## config.mk

```make
export PLATFORM = sky130hd
export DESIGN_NAME = alarm_ctrl
export DESIGN_NICKNAME = d
export VERILOG_FILES = /design/src/rtl/alarm_defs_pkg.sv /design/src/rtl/alarm_sec_tick.sv /design/src/rtl/alarm_ctrl.sv
export SDC_FILE = /design/constraint.sdc
export NUM_CORES = 1
export LEC_CHECK = 0
export ABC_AREA = 1
export BUFFER_PORTS_ARGS = -buffer_cell sky130_fd_sc_hd__buf_4
export CAP_MARGIN = 10
export CORE_UTILIZATION = 45
export DETAILED_ROUTE_END_ITERATION = 10
export GPL_TIMING_DRIVEN = 0
export PLACE_DENSITY = 0.69
export SYNTH_ARGS = -nofsm -noshare
export SYNTH_HDL_FRONTEND = slang
export SYNTH_SLANG_ARGS = --single-unit
```

## constraint.sdc

```tcl
create_clock -name clk -period 3.05 [get_ports clk]
set_input_delay 0.1525 -clock clk [delete_from_list [all_inputs] [get_ports clk]]
set_output_delay 0.1525 -clock clk [all_outputs]
set_load 0.005 [all_outputs]
```

## src/rtl/alarm_defs_pkg.sv

```systemverilog
// rtl/alarm_defs_pkg.sv - shared state encodings and defaults for the alarm controller
package alarm_defs;

  typedef enum logic [1:0] {
    IDLE    = 2'd0,
    ARMED   = 2'd1,
    RINGING = 2'd2,
    SNOOZE  = 2'd3
  } alarm_state_t;

  localparam int DEFAULT_SEC_DIV = 100000000;

  // Counter width that stays at least one bit for degenerate parameter values.
  function automatic int cnt_width(input int n);
    return (n > 1) ? $clog2(n) : 1;
  endfunction

endpackage

```

## src/rtl/alarm_sec_tick.sv

```systemverilog
// rtl/alarm_sec_tick.sv - SEC_DIV prescaler with synchronous clear, one-cycle sec_tick
module alarm_sec_tick
  import alarm_defs::*;
#(
  parameter int SEC_DIV = DEFAULT_SEC_DIV
) (
  input  logic clk,
  input  logic reset,
  input  logic clear,
  output logic sec_tick
);

  localparam int W = cnt_width(SEC_DIV);
  localparam logic [W-1:0] LAST = W'(SEC_DIV - 1);

  logic [W-1:0] cnt;

  always_ff @(posedge clk) begin
    if (reset || clear) begin
      cnt <= '0;
    end else if (cnt == LAST) begin
      cnt <= '0;
    end else begin
      cnt <= cnt + W'(1);
    end
  end

  assign sec_tick = (cnt == LAST);

endmodule

```

## src/rtl/alarm_ctrl.sv

```systemverilog
// rtl/alarm_ctrl.sv - alarm match, ring timeout, ack and snooze (snooze gated by ALARM_SNOOZE_EN)
module alarm_ctrl
  import alarm_defs::*;
#(
  parameter int SEC_DIV    = DEFAULT_SEC_DIV,
  parameter int RING_SEC   = 60,
  parameter int SNOOZE_SEC = 300
) (
  input  logic       clk,
  input  logic       reset,
  input  logic       time_valid,
  input  logic [7:0] rtc_hh,
  input  logic [7:0] rtc_mm,
  input  logic [7:0] al_hh,
  input  logic [7:0] al_mm,
  input  logic       alarm_en,
  input  logic       ack,
  input  logic       snooze,
  output logic       alarm_active,
  output logic       snoozing,
  output logic [1:0] st
);

  localparam int SEC_MAX = (RING_SEC > SNOOZE_SEC) ? RING_SEC : SNOOZE_SEC;
  localparam int SEC_W   = cnt_width(SEC_MAX + 1);
  localparam logic [SEC_W-1:0] SEC_TOP   = SEC_W'(SEC_MAX);
  localparam logic [SEC_W-1:0] RING_LAST = SEC_W'(RING_SEC - 1);
  localparam logic [SEC_W-1:0] SNZ_LAST  = SEC_W'(SNOOZE_SEC - 1);

  alarm_state_t     state, next_state;
  logic             match_q, cmp, match_rise;
  logic             ack_q, ack_rise;
  logic             snooze_rise;
  logic             clear, sec_tick;
  logic [SEC_W-1:0] sec_cnt;
  logic             ring_done, snz_done;

  // Edge-based match so a minute fires once, and never when already matching.
  assign cmp        = (rtc_hh == al_hh) && (rtc_mm == al_mm);
  assign match_rise = time_valid & cmp & ~match_q;

  always_ff @(posedge clk) begin
    if (reset) begin
      match_q <= 1'b1;
    end else if (time_valid) begin
      match_q <= cmp;
    end
  end

  always_ff @(posedge clk) begin
    if (reset) begin
      ack_q <= 1'b1;
    end else begin
      ack_q <= ack;
    end
  end

  assign ack_rise = ack & ~ack_q;

`ifdef ALARM_SNOOZE_EN
  logic snooze_q;

  always_ff @(posedge clk) begin
    if (reset) begin
      snooze_q <= 1'b1;
    end else begin
      snooze_q <= snooze;
    end
  end

  assign snooze_rise = snooze & ~snooze_q;
`else
  logic unused_snooze;

  assign unused_snooze = snooze;
  assign snooze_rise   = 1'b0;
`endif

  // Both timing counters restart on every state entry.
  assign clear = (next_state != state);

  alarm_sec_tick #(
    .SEC_DIV (SEC_DIV)
  ) u_sec_tick (
    .clk      (clk),
    .reset    (reset),
    .clear    (clear),
    .sec_tick (sec_tick)
  );

  always_ff @(posedge clk) begin
    if (reset || clear) begin
      sec_cnt <= '0;
    end else if (sec_tick && (sec_cnt != SEC_TOP)) begin
      sec_cnt <= sec_cnt + SEC_W'(1);
    end
  end

  assign ring_done = sec_tick && (sec_cnt == RING_LAST);
  assign snz_done  = sec_tick && (sec_cnt == SNZ_LAST);

  always_ff @(posedge clk) begin
    if (reset) begin
      state <= IDLE;
    end else begin
      state <= next_state;
    end
  end

  always_comb begin
    next_state = state;
    if (!alarm_en) begin
      next_state = IDLE;
    end else begin
      case (state)
        IDLE: next_state = ARMED;
        ARMED: begin
          if (match_rise) next_state = RINGING;
        end
        RINGING: begin
          if (ack_rise)         next_state = ARMED;
          else if (snooze_rise) next_state = SNOOZE;
          else if (ring_done)   next_state = ARMED;
        end
        SNOOZE: begin
          if (ack_rise)      next_state = ARMED;
          else if (snz_done) next_state = RINGING;
        end
        default: next_state = IDLE;
      endcase
    end
  end

  always_ff @(posedge clk) begin
    if (reset) begin
      alarm_active <= 1'b0;
    end else begin
      alarm_active <= (next_state == RINGING);
    end
  end

`ifdef ALARM_SNOOZE_EN
  always_ff @(posedge clk) begin
    if (reset) begin
      snoozing <= 1'b0;
    end else begin
      snoozing <= (next_state == SNOOZE);
    end
  end
`else
  assign snoozing = 1'b0;
`endif

  assign st = state;

endmodule

```

---- Word level (Yosys, flattened, before mapping) ----
Index checks and enable logic that the tools add are counted.
word-level totals
  flip-flop bits (word level) ............. 41
  bits in latches ......................... 0
  memory bits (writable) .................. 0
  memory bits (read-only) ................. 0
  input bits .............................. 38
  output and inout bits ................... 4
  logic and storage cells ................. 38
  memories kept ........................... 0
operators by class
  add/sub/neg operators ................... 2
  multipliers ............................. 0
  divide/modulo/power cells ............... 0
  $lt $le $gt $ge ......................... 0
  eq/ne operators ......................... 11
  shifts and indexed selects .............. 0
  multiplexer cells ....................... 7
  bitwise gates (word level) .............. 5
  reductions and logical operators ........ 7
operators with widths
  operator                 number
  $add A27 B1 Y27 const B  1
  $eq A27 B27 Y1 const B   1
  $eq A8 B8 Y1             2
  $mux W2                  6
  $add A9 B1 Y9 const B    1
  $eq A9 B6 Y1 const B     1
  $eq A9 B9 Y1 const B     1
  $ne A9 B9 Y1 const B     1
  $pmux W2 S4              1
  $eq A2 B2 Y1 const B     3
  $logic_and A1 B1 Y1      4
  $and A1 B1 Y1            3
  $eq A2 B1 Y1 const B     1
  $logic_not A2 Y1         1
  $ne A2 B2 Y1             1
  $not A1 Y1               2
  $reduce_or A2 Y1         1
  $logic_or A1 B1 Y1       1

---- Depth between registers and ports, before layout ----
  depth after elaboration ................. 10
  mapped depth ............................ 15
  depth with buffers taken out ............ 14

---- Hierarchy ----
A second synthesis with hierarchy kept.
second synthesis, totals
  cells, all modules ...................... 441
  area total of the unflattened synthesis .. 2632.5 µm²
by module, submodules not included
  module          times used  cells an instance  area each (µm²)  seq. area each (µm²)
  alarm_sec_tick  1           255                1536.5           540.5
  alarm_ctrl      1           186                1096.1           280.3

---- Worst setup path after synthesis ----
No wires, ideal clock.
  path type ............................... register -> register
  start ................................... register u_sec_tick.cnt[0]
  end ..................................... register u_sec_tick.cnt[16]
  setup time .............................. 0.116 ns
  arrival ................................. 1.824 ns
  required time ........................... 2.934 ns
  slack ................................... 1.109 ns
  cell stages (with the launch flop) ...... 14
  buffers on the path ..................... 1
  period minus slack after synthesis ...... 1.941 ns
  cells stage by stage .................... dfxtp_1 > ha_1 > nand2_1 > nor2_2 > nand2_2 > nor2_2 > nand2_2 > o21bai_1 > nand2_1 > nand2_2 > nand3_1 > nand4_4 > buf_6 > nor2_2
between the ends
  longest elaborated chain between the ends .. 9
  elaborated cells between the ends (all ways) .. 13
  classes of those cells .................. 1 x add/sub; 2 x eq/ne; 6 x mux; 4 x reduce/logical
ends and longest elaborated chain
  item                                           line                                        text
  start, declared                                alarm_sec_tick.sv:16                        logic [W-1:0] cnt;
  start signal, assigned                         alarm_sec_tick.sv:24                        cnt <= cnt + W'(1);
  $eq A27 B27 Y1                                 alarm_sec_tick.sv:21, alarm_sec_tick.sv:28
  $logic_and A1 B1 Y1, on equally long branches  alarm_ctrl.sv:100, alarm_ctrl.sv:99
  $mux W2, on equally long branches              alarm_ctrl.sv:127, alarm_ctrl.sv:123
  $mux W2, on equally long branches              alarm_ctrl.sv:126, alarm_ctrl.sv:121
  $pmux W2 S4                                    alarm_ctrl.sv:115                           case (state)
  $mux W2                                        alarm_ctrl.sv:112                           if (!alarm_en) begin
  $ne A2 B2 Y1                                   alarm_ctrl.sv:80                            assign clear = (next_state != state);
  $logic_or A1 B1 Y1                             alarm_sec_tick.sv:19                        if (reset || clear) begin
  $reduce_or A2 Y1 (no line)                     n/a
Several ways; a longest one is shown, not always the timed one.
A chain may end at the register's enable or synchronous reset.

---- Worst setup path after layout ----
Ends and elaborated chain as after synthesis.

==> out/results.tsv <==
stage	metric	value	unit
detailed_routing	vias_per_cell	4.554	
detailed_routing	drt_wl_total	4695	um
logic_synthesis	ys_ff_latch	41	
logic_synthesis	synth-main-ff-cell	dfxtp_1	
logic_synthesis	ys_seq_area_share	32.90	%
floorplanning	core_area	5238	um^2
sta	min_period_over_period	71.17	%
logic_synthesis	synth_enable_flop_cells	0	
finish	fillers	527	
cts	cts_buffers	5	
detailed_routing	first_pass_iters	4	
critical_path	worst_setup_path_end_kind	flop	
critical_path	rr_startpoint	u_sec_tick.cnt[0]	
grt	grt_pass1_wl	8804	um
finish	antennaDiodeCount	0	
sta	finalSetupViolCount	0	
critical_path	path_max_fanout	10	
sta	fmax	460.7	MHz
floorplanning	dieArea	5846	um^2
outcome	status	completed	
critical_path	slowest_delay	0.36	ns
finish	seqCellArea	820.8	um^2
cts	htreeDepth	2	
cts	cts.path.max_buffers	2	
logic_synthesis	synth.area.mux_share	0	%
logic_synthesis	synth_xor_area_share	11.58	%
pwr	cellPowerDensity	365.0	nW/um^2
logic_synthesis	netlist.area_leader.share	32.90	%
logic_synthesis	synth-simple-area-share	39.17	%
logic_synthesis	yosysMostFrequentCell	nand2_1	
sta	hold_viol_final	0	
finish	drive_gt1_share	21.00	%
cts	cts.sinks	41	
job	cap_violations	0	
critical_path	startpoint	u_sec_tick.cnt[0]	
cts	cts_hold_buf	0	
detailed_routing	drt_iter0_drc	98	
cts	cts_tree	yes	
grt	grt_pass1_vias	2158	
finish	nets	459	
detailed_routing	wire_per_inst	9.601	um
worst_hold_path	hold_start	reset	
critical_path	cp_top_family	simple AND/OR/NAND/NOR gates	
detailed_routing	ant_nets	0	
finish	syn2layout_area_growth	19.86	%
sta	clock_skew	0.003274	ns
logic_synthesis	synth.distinct_cells	27	
placement	pre_cts_ws	0.8680	ns
floorplanning	fp.dieH	76.46	um
placement	io_buffers	39	
logic_synthesis	synthTopCellsByArea	dfxtp_1, nand2_1, inv_1	
grt	globalRouteOverflowTotal	0	
logic_synthesis	yosys.area_share.adder	1.505	%
critical_path	crit_arrival	2.37	ns
floorplanning	rows	26	
detailed_routing	remaining_drc_errors	0	
placement	gp_congestion	0.8392	
sta	final.setup.tns	0	ns
cts	post_cts_resized	0	
placement	place_hpwl	3759	um
grt	grt_max_degree	15	
logic_synthesis	netlist_instances	372	
logic_synthesis	synth_top_family_by_area	simple AND/OR/NAND/NOR gates	
floorplanning	pin_count	42	
worst_hold_path	hp-class	input port to flop	
logic_synthesis	synth_area	2495	um^2
pwr	leakagePower	0.001271	uW
logic_synthesis	synth.avg_cell_area	6.707	um^2
logic_synthesis	synth_top_cell_by_area	dfxtp_1	
detailed_routing	dr_total_vias	2227	
sta	finalMaxSlewViolations	0	
critical_path	critical_path.slowest_cell	dfxtp_1	
pwr	vdd_drop_max	284.8	uV
grt	grt_antenna_before_repair	0	
cts	clk_latency	0.30	ns
critical_path	start_kind	flop	
logic_synthesis	synth_compound_area_share	2.608	%
finish	multi_input_area	1373	um^2
cts	cts_setup_buffers	0	
sta	rsz0062_at_grt	no	
grt	grt_use_total	18.40	%
critical_path	crit_type	flop to flop	
critical_path	path_cells	ha_1 > nand2_1 > nor2_2 > nand2_2 > nor2_2 > nand2_2 > o21bai_1 > nand2_1 > nand2_2 > nand3_1 > nand4_4 > buf_6 > nor2_2	
sta	fin_crit	2.171	ns
logic_synthesis	yosys-top-cells-count	nand2_1, inv_1, nor2_1	
logic_synthesis	yosys_warnings	0	
logic_synthesis	synth_fp_nets	413	
finish	utilization	57.10	%
sta	finalWorstSetupSlack	0.8795	ns
floorplanning	die_x	76.46	um
cts	root_buffer	clkbuf_8	
logic_synthesis	synthArstFlopShare	0	%
cts	path_clk_slew	0.08	ns
floorplanning	start_util	47.63	%
critical_path	critPathRequiredTime	3.25	ns
critical_path	cp.buffers_inverters	1	
==> flip-flops by register name, summed over array words and instances, names as in the netlist <==
register	cells
ack_q	1
alarm_active	1
match_q	1
sec_cnt	9
st	2
u_sec_tick.cnt	27
==> kinds of logic (layout without fill, tap and decap cells) <==
family                   after synthesis  after routing
AO/OA/AOI/OAI                         12             12
XOR/XNOR                              33             33
adder cells (fa/ha/maj)                3              3
buffers and inverters                 75            122
flip-flops                            41             41
other                                  1              1
AND/OR/NAND/NOR                      207            207
==> cells in the final DEF, fill, tap and decap left out, types with 3 or more instances in the layout <==
cell type  Yosys  final
a21oi_1        5      5
buf_4          1     40
clkbuf_8       0      5
dfxtp_1       41     41
ha_1           3      3
inv_1         71     71
nand2_1       74     74
nand2_2        5      5
nand3_1       22     22
nand4_1       10     10
nor2_1        51     51
nor2_2        27     27
nor3_1         7      7
nor4_1         3      3
o21ai_0        5      5
xnor2_1       11     11
xor2_1        22     22
==> metal layers <==
layer | vias to the layer above | wire length [um] | GRT usage, %
met3 | 8 | 214 | 3.593
met2 | 41 | 2081 | 30.45
li1 | 1215 | - | -
met4 | 0 | 82 | 7.500
met1 | 963 | 2317 | 23.33
met5 | - | 0 | 0
==> final cells by class <==
cell class | instances | area share (%)
timing repair buffer | 39 | 9.791
clock buffer | 5 | 2.301
buffer | 4 | 1.172
multi-input combinational | 256 | 45.90
inverter | 71 | 8.912
sequential | 41 | 27.45
clock inverter | 3 | 1.548
tap | 70 | 2.929
==> where the power goes <==
| group | switching (uW) | internal, uW | total (uW) | leakage, uW |
|---|---|---|---|---|
| Combinational | 47.8 | 54.4 | 102 | 0.000885 |
| Clock | 203 | 245 | 448 | 0.0000543 |
| Sequential | 2.80 | 539 | 542 | 0.000331 |
| Total | 253 | 838 | 1090 | 0.00127 |
==> final timing paths <==
check | to | slack, ns | cells after the start
min | st[0] | 0.02 | 2
max | u_sec_tick.cnt[16] | 0.88 | 13
max reg2reg | u_sec_tick.cnt[16] | 0.88 | 13
min reg2reg | u_sec_tick.cnt[0] | 0.45 | 1
==> through the flow <==
| stage | std cells | hold WS (ns) | cell area, um^2 | power, uW |
|---|---|---|---|---|
| 4_1_cts | 489 | 0.006194 | 2990 | 1110 |
| 6_report | 489 | 0.02004 | 2990 | 1092 |
| 3_3_place_gp | 481 | 0.3322 | 2875 | 655.9 |
| 5_1_grt | 489 | 0.01211 | 2990 | 1145 |
| 3_5_place_dp | 481 | 0.3369 | 2875 | 658.1 |
| 2_1_floorplan | 372 | 0.2249 | 2495 | 607.2 |
Note: power is estimated with default switching activity, not from simulation.
